--- config.mk ---
export PLATFORM = sky130hd
export DESIGN_NAME = hbm_delay_release_sched
export DESIGN_NICKNAME = d
export VERILOG_FILES = /design/src/rtl/hbm_delay_release_sched_pkg.sv /design/src/rtl/hbm_rr_arb.sv /design/src/rtl/hbm_delay_release_sched.sv
export SDC_FILE = /design/constraint.sdc
export NUM_CORES = 1
export LEC_CHECK = 0
export ABC_CLOCK_PERIOD_IN_PS = 5800
export CORE_ASPECT_RATIO = 1.1
export CORE_MARGIN = 4
export CORE_UTILIZATION = 32
export CTS_BUF_LIST = sky130_fd_sc_hd__clkbuf_8
export CTS_CLUSTER_SIZE = 30
export DETAILED_ROUTE_END_ITERATION = 16
export GPL_TIMING_DRIVEN = 0
export PLACE_DENSITY_LB_ADDON = 0.2
export SETUP_SLACK_MARGIN = 0.1
export SKIP_CTS_REPAIR_TIMING = 1
export SYNTH_ARGS = -nofsm -noshare
export SYNTH_HDL_FRONTEND = slang
export SYNTH_HIERARCHICAL = 1
export SYNTH_SLANG_ARGS = --single-unit
--- constraint.sdc ---
create_clock -name clk -period 5.8 [get_ports clk]
set_clock_uncertainty 0.1 [all_clocks]
set_input_delay 1.74 -clock clk [delete_from_list [all_inputs] [get_ports clk]]
set_output_delay 1.74 -clock clk [all_outputs]
set_load 0.05 [all_outputs]
--- src/rtl/hbm_delay_release_sched_pkg.sv ---
// Shared types and constants for the HBM delay-release scheduler and its
// delay FIFOs: FIFO entry layout, timer width, FIFO count and scheduler states.
`ifndef NOC_DATA_WIDTH
`define NOC_DATA_WIDTH 64
`endif

package hbm_delay_release_sched_pkg;

  localparam int DELAY_FIFO_NUM = 2;
  localparam int TIMERw         = 10;
  localparam int MAX_RD_DELAY   = 64;
  localparam int NOC_DW         = `NOC_DATA_WIDTH;

  // Field order sets the packed layout: {head, tail, exp_time, dat} from MSB down.
  typedef struct packed {
    logic              head;
    logic              tail;
    logic [TIMERw-1:0] exp_time;
    logic [NOC_DW-1:0] dat;
  } fifo_dat_t;

  localparam int FIFO_DW = $bits(fifo_dat_t);

  typedef enum logic {
    IDLE   = 1'b0,
    LOCKED = 1'b1
  } sched_state_t;

endpackage

--- src/rtl/hbm_rr_arb.sv ---
// Parametric round-robin arbiter: the first requester at or after i_ptr
// (wrapping modulo N) receives a one-hot grant.
module hbm_rr_arb #(
  parameter int N  = 2,
  parameter int PW = (N > 1) ? $clog2(N) : 1
) (
  input  logic [N-1:0]  i_req,
  input  logic [PW-1:0] i_ptr,
  output logic [N-1:0]  o_gnt
);

  logic [N-1:0] w_gnt;

  always_comb begin
    int  v_idx;
    logic v_found;
    w_gnt   = '0;
    v_idx   = 0;
    v_found = 1'b0;
    for (int k = 0; k < N; k++) begin
      v_idx = int'(i_ptr) + k;
      if (v_idx >= N) v_idx = v_idx - N;
      if (!v_found && i_req[v_idx]) begin
        w_gnt[v_idx] = 1'b1;
        v_found      = 1'b1;
      end
    end
  end

  assign o_gnt = w_gnt;

endmodule

--- src/rtl/hbm_delay_release_sched.sv ---
// Release scheduler: free-running emulation timer, expiry-gated round-robin over
// delay FIFO heads, atomic packet drain, one-entry output register. Define
// HBM_DELAY_STATS_EN to add packet / late-cycle saturating counters.
module hbm_delay_release_sched
  import hbm_delay_release_sched_pkg::*;
#(
  parameter int NUM_FIFO = DELAY_FIFO_NUM,
  parameter int TW       = TIMERw,
  parameter int DW       = NOC_DW
) (
  input  logic                            clk,
  input  logic                            rst,
  output logic [TW-1:0]                   timer_o,
  input  logic [NUM_FIFO-1:0]             fifo_val_i,
  input  logic [NUM_FIFO*(2+TW+DW)-1:0]   fifo_dat_i,
  output logic [NUM_FIFO-1:0]             fifo_pop_o,
  output logic [DW-1:0]                   noc_dat_o,
  output logic                            noc_val_o,
  input  logic                            noc_rdy_i
`ifdef HBM_DELAY_STATS_EN
  ,
  output logic [31:0]                     stat_pkts_o,
  output logic [31:0]                     stat_late_o
`endif
);

  localparam int EW = 2 + TW + DW;
  localparam int PW = (NUM_FIFO > 1) ? $clog2(NUM_FIFO) : 1;

  logic [TW-1:0]       r_timer;
  sched_state_t        r_state, w_state_next;
  logic [PW-1:0]       r_lock, w_lock_next;
  logic [PW-1:0]       r_rr, w_rr_next;
  logic                r_val;
  logic [DW-1:0]       r_dat;

  logic [NUM_FIFO-1:0] w_head, w_tail, w_req, w_gnt, w_pop;
  logic [TW-1:0]       w_age [NUM_FIFO];
  logic [DW-1:0]       w_dat [NUM_FIFO];
  logic [PW-1:0]       w_win;
  logic                w_ld, w_load, w_sel_tail;
  logic [DW-1:0]       w_load_dat;

  for (genvar gi = 0; gi < NUM_FIFO; gi++) begin : g_fifo
    logic [EW-1:0] w_ent;
    assign w_ent      = fifo_dat_i[gi*EW +: EW];
    assign w_head[gi] = w_ent[EW-1];
    assign w_tail[gi] = w_ent[EW-2];
    assign w_dat[gi]  = w_ent[DW-1:0];
    // Deadline reached when the modular age has not gone negative.
    assign w_age[gi]  = r_timer - w_ent[DW +: TW];
    assign w_req[gi]  = fifo_val_i[gi] & w_head[gi] & ~w_age[gi][TW-1];
  end

  hbm_rr_arb #(.N(NUM_FIFO), .PW(PW)) u_arb (
    .i_req (w_req),
    .i_ptr (r_rr),
    .o_gnt (w_gnt)
  );

  always_comb begin
    w_win = '0;
    for (int i = 0; i < NUM_FIFO; i++) begin
      if (w_gnt[i]) w_win = PW'(i);
    end
  end

  assign w_ld       = !r_val || noc_rdy_i;
  assign w_sel_tail = (r_state == IDLE) ? w_tail[w_win] : w_tail[r_lock];

  always_comb begin
    w_state_next = r_state;
    w_lock_next  = r_lock;
    w_rr_next    = r_rr;
    w_pop        = '0;
    w_load       = 1'b0;
    w_load_dat   = w_dat[r_lock];
    if (!rst && w_ld) begin
      case (r_state)
        IDLE: begin
          if (|w_gnt) begin
            w_pop      = w_gnt;
            w_load     = 1'b1;
            w_load_dat = w_dat[w_win];
            w_rr_next  = (w_win == PW'(NUM_FIFO - 1)) ? '0 : w_win + PW'(1);
            if (!w_sel_tail) begin
              w_state_next = LOCKED;
              w_lock_next  = w_win;
            end
          end
        end
        LOCKED: begin
          // Body/tail flits are never expiry-gated; an empty locked FIFO just bubbles.
          if (fifo_val_i[r_lock]) begin
            w_pop[r_lock] = 1'b1;
            w_load        = 1'b1;
            if (w_sel_tail) w_state_next = IDLE;
          end
        end
        default: w_state_next = IDLE;
      endcase
    end
  end

  always_ff @(posedge clk) begin
    if (rst) begin
      r_timer <= '0;
      r_state <= IDLE;
      r_lock  <= '0;
      r_rr    <= '0;
      r_val   <= 1'b0;
      r_dat   <= '0;
    end else begin
      r_timer <= r_timer + TW'(1);
      r_state <= w_state_next;
      r_lock  <= w_lock_next;
      r_rr    <= w_rr_next;
      if (w_load) begin
        r_val <= 1'b1;
        r_dat <= w_load_dat;
      end else if (noc_rdy_i) begin
        r_val <= 1'b0;
      end
    end
  end

  assign timer_o    = r_timer;
  assign fifo_pop_o = w_pop;
  assign noc_dat_o  = r_dat;
  assign noc_val_o  = r_val;

`ifdef HBM_DELAY_STATS_EN
  logic [31:0] r_stat_pkts, r_stat_late;
  logic        w_late;

  assign w_late = |(w_req & ~w_pop);

  always_ff @(posedge clk) begin
    if (rst) begin
      r_stat_pkts <= '0;
      r_stat_late <= '0;
    end else begin
      if (w_load && w_sel_tail && (r_stat_pkts != '1)) r_stat_pkts <= r_stat_pkts + 32'd1;
      if (w_late && (r_stat_late != '1)) r_stat_late <= r_stat_late + 32'd1;
    end
  end

  assign stat_pkts_o = r_stat_pkts;
  assign stat_late_o = r_stat_late;
`endif

  a_idle_head_only: assert property (@(posedge clk) disable iff (rst)
    (r_state == IDLE) |-> ((fifo_val_i & ~w_head) == '0));

  a_locked_no_head: assert property (@(posedge clk) disable iff (rst)
    ((r_state == LOCKED) && fifo_val_i[r_lock]) |-> !w_head[r_lock]);

endmodule
==> metrics.csv, run 1 <==
stage;metric;value;unit
drt;router iterations before antenna repair;4;
grt;vias in the first global route;5929;
placement;port buffer count;233;
power_and_ir_drop;P_leak;0.002976;uW
timing;Worst Max-Slew Pin Slew;0.7701;ns
critical_path;Worst Setup End Kind;primary output;
critical_path;Worst Reg2Reg Path Length in Cells;12;
grt;met2 Resource Use GR;32.25;%
yosys;Ys Warns;6;
clock_network;CTS tree;done;
drt;iteration-0 DRC count of the detailed router;164;
drt;post-route ant nets;0;
die;Core Area;0.01761;sq mm
critical_path;R2R setup slack;2.09;ns
drt;drt wl/cell;18.31;um
placement;GPL Wtd Cong;0.8379;
critical_path;critical path class;primary input to primary output;
final_layout;FF+latch area;0.001562;sq mm
drt;Avg Vias per Cell;5.108;
final_layout;Multi-input gate area;0.003983;sq mm
critical_path;Reg-to-Reg End;noc_dat_o[57];
die;die width;135.5;um
die;row count;51;
final_layout;synthesis-to-layout area growth;56.01;%
clock_network;CTS H-tree depth;3;
clock_network;CTS clock-pin slew for the worst setup and hold paths;0.09;ns
drt;WL final;19560;um
grt;grt peak-use layer;met2;
power_and_ir_drop;Max VDD drop;0.1173;mV
yosys;number of synthesized flops with an enable pin;0;
outcome;status;finished clean;
timing;final worst path period share;98.38;%
drt;Via Count;5455;
final_layout;nets;998;
timing;Slew Viols, Final;0;
clock_network;worst skew pair latency;0.37;ns
placement;post-placement cell count;1044;
yosys;Area contributors post-synth;dfxtp_1 (27%), a211oi_2 (12%), mux2i_1 (12%);
yosys;area leader, netlist;dfxtp_1;
yosys;post-synthesis cell area;0.005720;sq mm
timing;Slew headroom;48.66;%
power_and_ir_drop;Overall Power;1642;uW
power_and_ir_drop;Gate power share;32.1;%
power_and_ir_drop;Clock power frac;31.8;%
yosys;top-count cell post-synth;dfxtp_1;
drt;Post-route DRC;0;
clock_network;Num CTS Buffers;9;
critical_path;CP Capture Point;fifo_pop_o[1];
yosys;Most used DFF post-synth;dfxtp_1;
critical_path;Crit. Startpoint;fifo_dat_i[147];
yosys;Avg Synthesized Cell Area;9.983;sq um
placement;hpwl dp;14550;um
critical_path;CP required;3.96;ns
timing;RSZ-0062 raised after global routing;yes;
run;Max Cap Viol;0;
yosys;Synth Instances;573;
yosys;Synth Register Bits;78;
grt;met3 usage;3.992;%
power_and_ir_drop;PD cells;184.0;mW/mm^2
die;Vert. Die Dim;148.2;um
grt;met1 usage;23.85;%
yosys;ys async rst share;0;%
timing;# setup viols final;0;
timing;post-layout min period;5.706;ns
die;Initial Utilization;32.48;%
final_layout;final core utilization;50.67;%
yosys;Syn Nets;747;
yosys;sequential element share of the synthesized area;27.30;%
critical_path;critical-path cell list;buf_6 > inv_4 > ha_4 > and4_4 > o211ai_1 > o211ai_1 > mux2i_1 > a21boi_4 > buf_6 > buf_12 > nand2b_4 > a21oi_4 > buf_8;
final_layout;Filler Cell Count;1630;
final_layout;share of cells above drive strength 1;23.16;%
critical_path;Largest stage delay, worst path;0.31;ns
power_and_ir_drop;Reg power frac;36.1;%
critical_path;Crit-path slowest cell;mux2i_1;
grt;gr usage total;18.99;%
yosys;Yosys top cell area share;27.30;%
clock_network;Root Buffer;clkbuf_8;
critical_path;WP data arrival;3.87;ns
grt;gr ovfl total;0;
timing;final hold violation count;0;
timing;fmax;0.1752;GHz
grt;first-pass GRT wire length;30820;um
grt;initial antenna violation count;2;
timing;WHS;0.4478;ns
yosys;most frequent cells after synthesis;dfxtp_1 (78), a211oi_1 (74), mux2i_1 (68);
final_layout;Layout Cells excl Fill;1068;
power_and_ir_drop;Switching Share;31.33;%
die;io pins;234;
grt;largest net degree at the start of global routing;13;
critical_path;reg-to-reg startpoint;timer_o[5];
critical_path;startpoint class of the critical path;primary input;
critical_path;worst-path maximum fanout;4;
yosys;synth unique cells;42;
clock_network;Clock Path Buffers;2;
min_path;Hold WC Path Type;flop to flop;
clock_network;clk sinks;78;
power_and_ir_drop;switching power;514.4;uW
die;die area;0.02008;sq mm
power_and_ir_drop;P_int;1127;uW
==> cell families (layout without fill, tap and decap cells) <==
kind of cell / count (synthesis) / count (layout) / share of synthesized area [%]
adder cells (fa/ha/maj): 17 / 17 / 3.718
buffers and inverters: 71 / 327 / 6.780
flip-flops: 78 / 78 / 27.30
XOR/XNOR: 9 / 9 / 1.378
multiplexers: 133 / 133 / 24.76
AND/OR/NAND/NOR: 108 / 108 / 11.15
other: 0 / 1 / 0
AO/OA/AOI/OAI: 157 / 157 / 24.91
==> cell usage in the layout (no fill, tap or decap), types with 4 or more instances in the layout <==
cell and n:
mux2i_1 67, nand3_1 7, buf_6 8, mux2_2 55, ha_4 10, inv_2 10, xnor2_1 5, mux2_1 9
inv_1 10, nor2b_1 67, a211oi_1 74, nand2b_1 4, buf_4 8, dlymetal6s2s_1 13, clkbuf_1 27, clkbuf_8 11
buf_8 5, a211oi_2 55, nand2_1 5, nor2_1 12, dfxtp_1 78, a21oi_1 9, ha_1 7, clkdlybuf4s50_1 214
buf_2 11, xor2_1 4, o211ai_1 4
==> how the worst min path moves through the flow <==
stage | from | endpoint | slack (ns) | cells past startpoint
final | timer_o[0] | timer_o[0] | 0.45 | 1
after global routing | timer_o[0] | timer_o[0] | 0.48 | 1
after CTS | r_rr | r_rr | 0.44 | 2
after detailed placement | r_rr | r_rr | 0.42 | 2
after global placement | r_rr | r_rr | 0.41 | 2
after floorplan | r_rr | r_rr | 0.39 | 2
==> flip-flops by register name, indices dropped and copies added (netlist names) <==
signal / flops
noc_dat_o: 64
noc_val_o: 1
r_lock: 1
r_rr: 1
r_state: 1
timer_o: 10
==> final cells by class <==
class                           count  share of cell area (%)
Timing Repair Buffer              240                   27.21
Multi-Input combinational cell    424                   44.62
Sequential cell                    78                   17.50
Clock inverter                      5                   1.094
Antenna cell                        1                 0.02804
Clock buffer                       11                   1.696
Inverter                           19                  0.8271
Buffer                             52                   3.687
Tap cell                          238                   3.337
==> stage by stage <==
step                      instance area (sq um)  setup TNS, ns  worst slack [ns]
after floorplan                            5732              0            0.1074
after global placement                     8362         -3.140            -1.766
after detailed placement                   8362         -4.208            -1.766
after CTS                                  8611         -2.589            -1.786
after global routing                       8925       -0.02948          -0.02948
final                                      8925              0           0.09379
==> metal layers <==
| layer | part of all wire, % | vias to the layer above |
|---|---|---|
| li1 | - | 2664 |
| met1 | 44 | 2601 |
| met2 | 49 | 162 |
| met3 | 5.8 | 26 |
| met4 | 2.0 | 2 |
| met5 | 0.061 | - |
==> critical path, delay by kind of cell <==
kind	cells	cell delay, ns
compound gates	4	0.77
fa+ha+maj	1	0.25
mux	1	0.31
buf+inv	5	0.51
simple gates	2	0.27
==> power groups by stage <==
| stage | clock network [uW] | logic, uW | registers [uW] |
|---|---|---|---|
| global placement | 0 | 497 | 604 |
| floorplan | 0 | 169 | 711 |
| detailed placement | 0 | 506 | 604 |
| CTS | 539 | 509 | 592 |
| finish | 522 | 527 | 593 |
| global route | 554 | 561 | 597 |
Note: power is estimated with default switching activity, not from simulation.
==> inputs of run 2 (changes only) <==
Settings changed: REMOVE_ABC_BUFFERS set to 1, SYNTH_HIERARCHICAL 1 to unset.
==> run 2 against run 1 <==
Effect of this change: setup slack improved by 0.044 ns; non-clock buffer count fell by 34; die area fell by 20%; register-to-register slack improved by 0.51 ns; critical path type unchanged.
==> metrics.csv, run 2 <==
stage;metric;value;unit
outcome;status;finished clean;
drt;Via Count;4778;
drt;post-route ant nets;0;
clock_network;Clock Path Buffers;2;
drt;Avg Vias per Cell;5.171;
yosys;Yosys top cell area share;34.47;%
yosys;sequential element share of the synthesized area;34.47;%
timing;# setup viols final;0;
timing;Slew headroom;38.38;%
clock_network;Root Buffer;clkbuf_8;
critical_path;worst-path maximum fanout;6;
timing;post-layout min period;5.662;ns
yosys;Area contributors post-synth;dfxtp_1 (34%), a221oi_2 (17%), o41ai_1 (12%);
timing;Slew Viols, Final;0;
clock_network;CTS clock-pin slew for the worst setup and hold paths;0.08;ns
min_path;Hold WC Path Type;flop to flop;
power_and_ir_drop;Reg power frac;38.2;%
clock_network;clk sinks;78;
die;row count;45;
grt;initial antenna violation count;0;
yosys;Most used DFF post-synth;dfxtp_1;
min_path;hold path depth;1;
grt;first-pass GRT wire length;25100;um
power_and_ir_drop;Max VDD drop;0.1306;mV
die;die area;0.01613;sq mm
power_and_ir_drop;P_leak;0.003535;uW
placement;hpwl dp;11450;um
die;die width;121.5;um
yosys;number of synthesized flops with an enable pin;0;
final_layout;share of cells above drive strength 1;18.61;%
timing;Setup WS post-layout;0.1380;ns
power_and_ir_drop;switching power;484.9;uW
power_and_ir_drop;Clock power frac;31.0;%
placement;port buffer count;233;
drt;drt wl/cell;19.06;um
placement;setup slack at placement;-1.840;ns
grt;gr ovfl total;0;
timing;fmax;0.1766;GHz
drt;router iterations before antenna repair;4;
power_and_ir_drop;P_int;1068;uW
placement;Placed Area;0.007072;sq mm
yosys;top-count cell post-synth;inv_1;
final_layout;Filler Cell Count;1242;
grt;largest net degree at the start of global routing;70;
yosys;post-synthesis cell area;0.004531;sq mm
drt;iteration-0 DRC count of the detailed router;201;
critical_path;Largest stage delay, worst path;0.46;ns
clock_network;Num CTS Buffers;9;
yosys;area leader, netlist;dfxtp_1;
timing;final hold violation count;0;
yosys;synth unique cells;40;
critical_path;reg-to-reg startpoint;timer_o[6];
grt;vias in the first global route;4946;
final_layout;most frequent cells in the layout;clkdlybuf4s50_1 (215), inv_1 (139), dfxtp_1 (78), o41ai_1 (64), a221oi_2 (50);
yosys;Avg Synthesized Cell Area;8.989;sq um
final_layout;commonest non-fill, non-tap cell in the layout;clkdlybuf4s50_1;
clock_network;CTS H-tree depth;3;
critical_path;startpoint class of the critical path;primary input;
die;io pins;234;
final_layout;nets;905;
yosys;Synth Instances;504;
timing;RSZ-0062 raised after global routing;yes;
yosys;ys async rst share;0;%
final_layout;design area;0.007786;sq mm
timing;setup TNS;0;ns
power_and_ir_drop;PD cells;199.5;mW/mm^2
min_path;HP Start;timer_o[0];
yosys;most frequent cells after synthesis;inv_1 (148), dfxtp_1 (78), o41ai_1 (64);
die;Core Area;0.01385;sq mm
critical_path;Reg-to-Reg End;noc_dat_o[3];
run;Max Cap Viol;0;
critical_path;Worst Reg2Reg Path Length in Cells;10;
timing;Worst Max-Slew Pin Slew;0.9221;ns
yosys;Synth Register Bits;78;
critical_path;critical-path cell list;clkdlybuf4s50_1 > nor2b_1 > or3_1 > nor3_2 > mux2_8 > a32o_4 > buf_16 > buf_12;
clock_network;CTS tree;done;
critical_path;critical path class;primary input to primary output;
power_and_ir_drop;Gate power share;30.7;%
drt;Post-route DRC;0;
critical_path;R2R setup slack;2.60;ns
power_and_ir_drop;Switching Share;31.22;%
grt;gr usage total;19.11;%
timing;final worst path period share;97.62;%
min_path;sink of the worst hold path;timer_o[0];
yosys;Ys Warns;0;
clock_network;worst skew pair latency;0.35;ns
final_layout;# diodes;0;
critical_path;Crit-path slowest cell;clkdlybuf4s50_1;
critical_path;CP required;3.96;ns
critical_path;WP data arrival;3.82;ns
drt;WL final;17610;um
critical_path;Worst Setup End Kind;primary output;
final_layout;max reg flops;64;
placement;GPL Wtd Cong;0.7808;
final_layout;synthesis-to-layout area growth;71.86;%
die;Vert. Die Dim;132.8;um
die;Initial Utilization;32.71;%
power_and_ir_drop;Overall Power;1553;uW
## run 2: cell types whose count changed after synthesis, moves of 6 or more
cell	before	now
a211oi_1	74	0
mux2_1	9	0
nor2b_1	67	3
a221oi_1	0	14
mux2_2	55	1
buf_2	11	5
a221oi_2	0	50
o41ai_1	0	64
inv_1	19	148
mux2i_1	68	3
a211oi_2	55	0
## run 2: worst max path at each step
stage               startpoint       endpoint  slack, ns  depth (start not counted)
2_1_floorplan   fifo_dat_i[70]  fifo_pop_o[1]      -3.37                          7
3_3_place_gp   fifo_dat_i[146]  fifo_pop_o[1]      -6.87                          9
3_5_place_dp    fifo_dat_i[70]  fifo_pop_o[0]      -1.84                         10
4_1_cts         fifo_dat_i[70]  fifo_pop_o[0]      -1.86                         10
5_1_grt              noc_rdy_i  fifo_pop_o[0]       0.03                          8
6_report             noc_rdy_i  fifo_pop_o[0]       0.14                          8
## run 2: stage by stage
step	hold WS, ns	util [%]	cells
floorplan	0.3740	-	460
global placement	0.4006	49.71	881
detailed placement	0.4146	51.06	887
CTS	0.4342	52.75	903
global route	0.4516	56.22	924
finish	0.4385	56.22	924
## run 2: routing by layer
layer	share of wire, %	GRT usage [%]	wire length [um]	up-vias
met5	0	0	0	-
met4	1.6	5.791	282	0
met3	10	8.508	1848	21
met2	50	32.38	8800	191
met1	38	21.52	6678	2297
li1	-	-	-	2269
## run 2: cell type report
type	count	area, sq um	area share, %
timing repair buffer	258	2729	35.05
multi-input combinational	236	2471	31.74
tap	188	235.2	3.021
clock inverter	4	68.82	0.8838
inverter	148	555.5	7.135
clock buffer	12	165.2	2.121
sequential	78	1562	20.05
## run 2: critical path, delay by kind of cell
family | cells | cell delay, ns
AND/OR/NAND/NOR | 3 | 0.92
multiplexers | 1 | 0.26
buffers and inverters | 3 | 0.72
AO/OA/AOI/OAI | 1 | 0.17
## run 2: power by group through the flow
stage	clock [uW]	combinational, uW	sequential [uW]
global route	513	506	598
CTS	495	458	593
global placement	0	445	604
finish	482	477	594
detailed placement	0	457	605
floorplan	0	119	724
## run 2: kinds of logic after synthesis
family                     synth area share, %
AOI/OAI and AO/OA                        35.68
xor gates and xnor gates                 1.933
adders and majority gates                4.695
buffers and inverters                    16.96
DFF                                      34.47
muxes                                    1.243
and+or+nand+nor                          5.026
==> inputs of run 3 (changes only) <==
Settings changed: ABC_CLOCK_PERIOD_IN_PS 5800 to 7000, DONT_BUFFER_PORTS set to 1, GPL_ROUTABILITY_DRIVEN set to 0.
Clock period 5.8 ns to 7 ns, I/O delays scaled along.
==> run 3 against run 2 <==
Effect of this change: clock-buffer cell count fell by 3; sequential share of layout area is 11 points higher; die area did not move; total power down 30%; hold slack worse by 0.0057 ns; wire length decreased by 23%; via count down 20%; setup slack improved by 0.26 ns; critical path type unchanged.
==> metrics.csv, run 3 (synthesized netlist as in run 2, its figures left out) <==
stage;metric;value;unit
die;io pins;234;
drt;iteration-0 DRC count of the detailed router;199;
clock_network;Num CTS Buffers;9;
power_and_ir_drop;PD cells;220.8;mW/mm^2
power_and_ir_drop;Overall Power;1093;uW
grt;vias in the first global route;3885;
timing;WHS;0.4329;ns
final_layout;design area;0.004950;sq mm
die;Initial Utilization;32.71;%
run;Max Cap Viol;0;
power_and_ir_drop;P_leak;0.002364;uW
die;row count;45;
die;die area;0.01613;sq mm
clock_network;clk sinks;78;
placement;hpwl dp;9612;um
drt;met2 WL post-DR;6707;um
critical_path;startpoint class of the critical path;primary input;
final_layout;# diodes;0;
outcome;status;finished clean;
grt;gr ovfl total;0;
die;Vert. Die Dim;132.8;um
die;die width;121.5;um
critical_path;Worst Setup End Kind;primary output;
critical_path;critical path class;primary input to primary output;
drt;DR WL met3;1363;um
final_layout;max reg flops;64;
die;Core Area;0.01385;sq mm
placement;port buffer count;0;
min_path;Hold WC Path Type;flop to flop;
drt;Post-route DRC;0;
final_layout;commonest non-fill, non-tap cell in the layout;inv_1;
critical_path;WP data arrival;4.40;ns
final_layout;most frequent cells in the layout;inv_1 (148), dfxtp_1 (78), o41ai_1 (64), a221oi_2 (50), ha_1 (17);
grt;initial antenna violation count;0;
drt;Avg Vias per Cell;5.678;
timing;RSZ-0062 raised after global routing;no;
timing;Worst Max-Slew Pin Slew;1.045;ns
timing;setup TNS;0;ns
grt;largest net degree at the start of global routing;70;
power_and_ir_drop;Max VDD drop;0.1026;mV
critical_path;critical-path cell list;inv_1 > ha_1 > a21o_1 > a21o_1 > a221o_1 > mux2_8 > a32o_4;
critical_path;Largest stage delay, worst path;0.62;ns
timing;# setup viols final;0;
final_layout;synthesis-to-layout area growth;9.252;%
clock_network;CTS clock-pin slew for the worst setup and hold paths;0.07;ns
critical_path;Crit-path slowest cell;a32o_4;
critical_path;Crit path max-delay family;compound AO/OA/AOI/OAI gates;
timing;post-layout min period;6.600;ns
timing;Slew Viols, Final;0;
final_layout;Filler Cell Count;1471;
drt;WL final;13510;um
timing;final hold violation count;0;
critical_path;worst-path maximum fanout;69;
timing;final worst path period share;94.29;%
drt;Top Layer Used;met4;
drt;post-route ant nets;0;
final_layout;nets;651;
drt;Via Count;3804;
clock_network;worst skew pair latency;0.34;ns
timing;fmax;0.1515;GHz
critical_path;CP required;4.80;ns
critical_path;Buf+Inv Stages, Crit Path;1;
critical_path;Most Frequent Cell on Critical Path;a21o_1;
grt;first-pass GRT wire length;20360;um
grt;gr usage total;15.77;%
placement;Placed Area;0.004721;sq mm
drt;drt wl/cell;20.17;um
clock_network;Root Buffer;clkbuf_8;
final_layout;share of cells above drive strength 1;16.39;%
clock_network;Clock Path Buffers;2;
timing;Slew headroom;30.19;%
drt;M1 WL;5235;um
clock_network;CTS H-tree depth;3;
clock_network;CTS tree;done;
drt;router iterations before antenna repair;4;
-- run 3: changes by cell type in the layout (fill, tap and decap cells not counted), sizes merged --
cell,delta
clkbuf,-6
mux2,-2
clkinvlp,+1
clkdlybuf4s50,-215
clkinv,+2
buf,-18
dlymetal6s2s,-16
-- run 3: worst reg2reg max path, cell delays in order (launching register included) --
cell and delay (ns):
dfxtp_1 0.76, ha_1 0.37, a21o_1 0.16, a21o_1 0.16, a221o_1 0.40, mux2_8 0.60
a32o_4 0.63, buf_16 0.32, a221oi_1 0.17
-- run 3: metrics by stage --
step           util [%]  setup slack (ns)  cells
2_1_floorplan         -            -2.885    460
3_3_place_gp      32.87            -4.709    648
3_5_place_dp      34.08            0.1842    654
4_1_cts           35.63            0.1851    670
5_1_grt           35.74            0.3052    670
6_report          35.74            0.3997    670
-- run 3: power breakdown --
group	total [uW]	internal, uW	switching [uW]	leakage (uW)
registers	599	473	126	0.000637
logic	127	53.7	73.0	0.00162
clock network	367	199	168	0.000110
total	1090	726	367	0.00236
-- run 3: area by class of cell --
cell class / instances / area (sq um) / area share (%)
multi-input cells: 234 / 2248 / 45.42
inverters: 148 / 555.5 / 11.22
clock buffers: 9 / 123.9 / 2.503
repair buffers: 6 / 135.1 / 2.730
flip-flops and latches: 78 / 1562 / 31.55
well taps: 188 / 235.2 / 4.752
clock inverters: 7 / 90.09 / 1.820
-- run 3: final timing paths --
path             startpoint       endpoint  slack [ns]  cells past startpoint
max reg2reg      timer_o[6]  noc_dat_o[52]        3.22                      8
min reg2reg         r_state        r_state        0.43                      2
max          fifo_dat_i[70]  fifo_pop_o[0]        0.40                      7
min                 r_state        r_state        0.43                      2
-- run 3: metal layers --
metal  vias up  track usage (%)
met2       192            26.18
met5         -                0
met1      1832            17.92
met4         0            5.355
li1       1768                -
met3        12            7.097
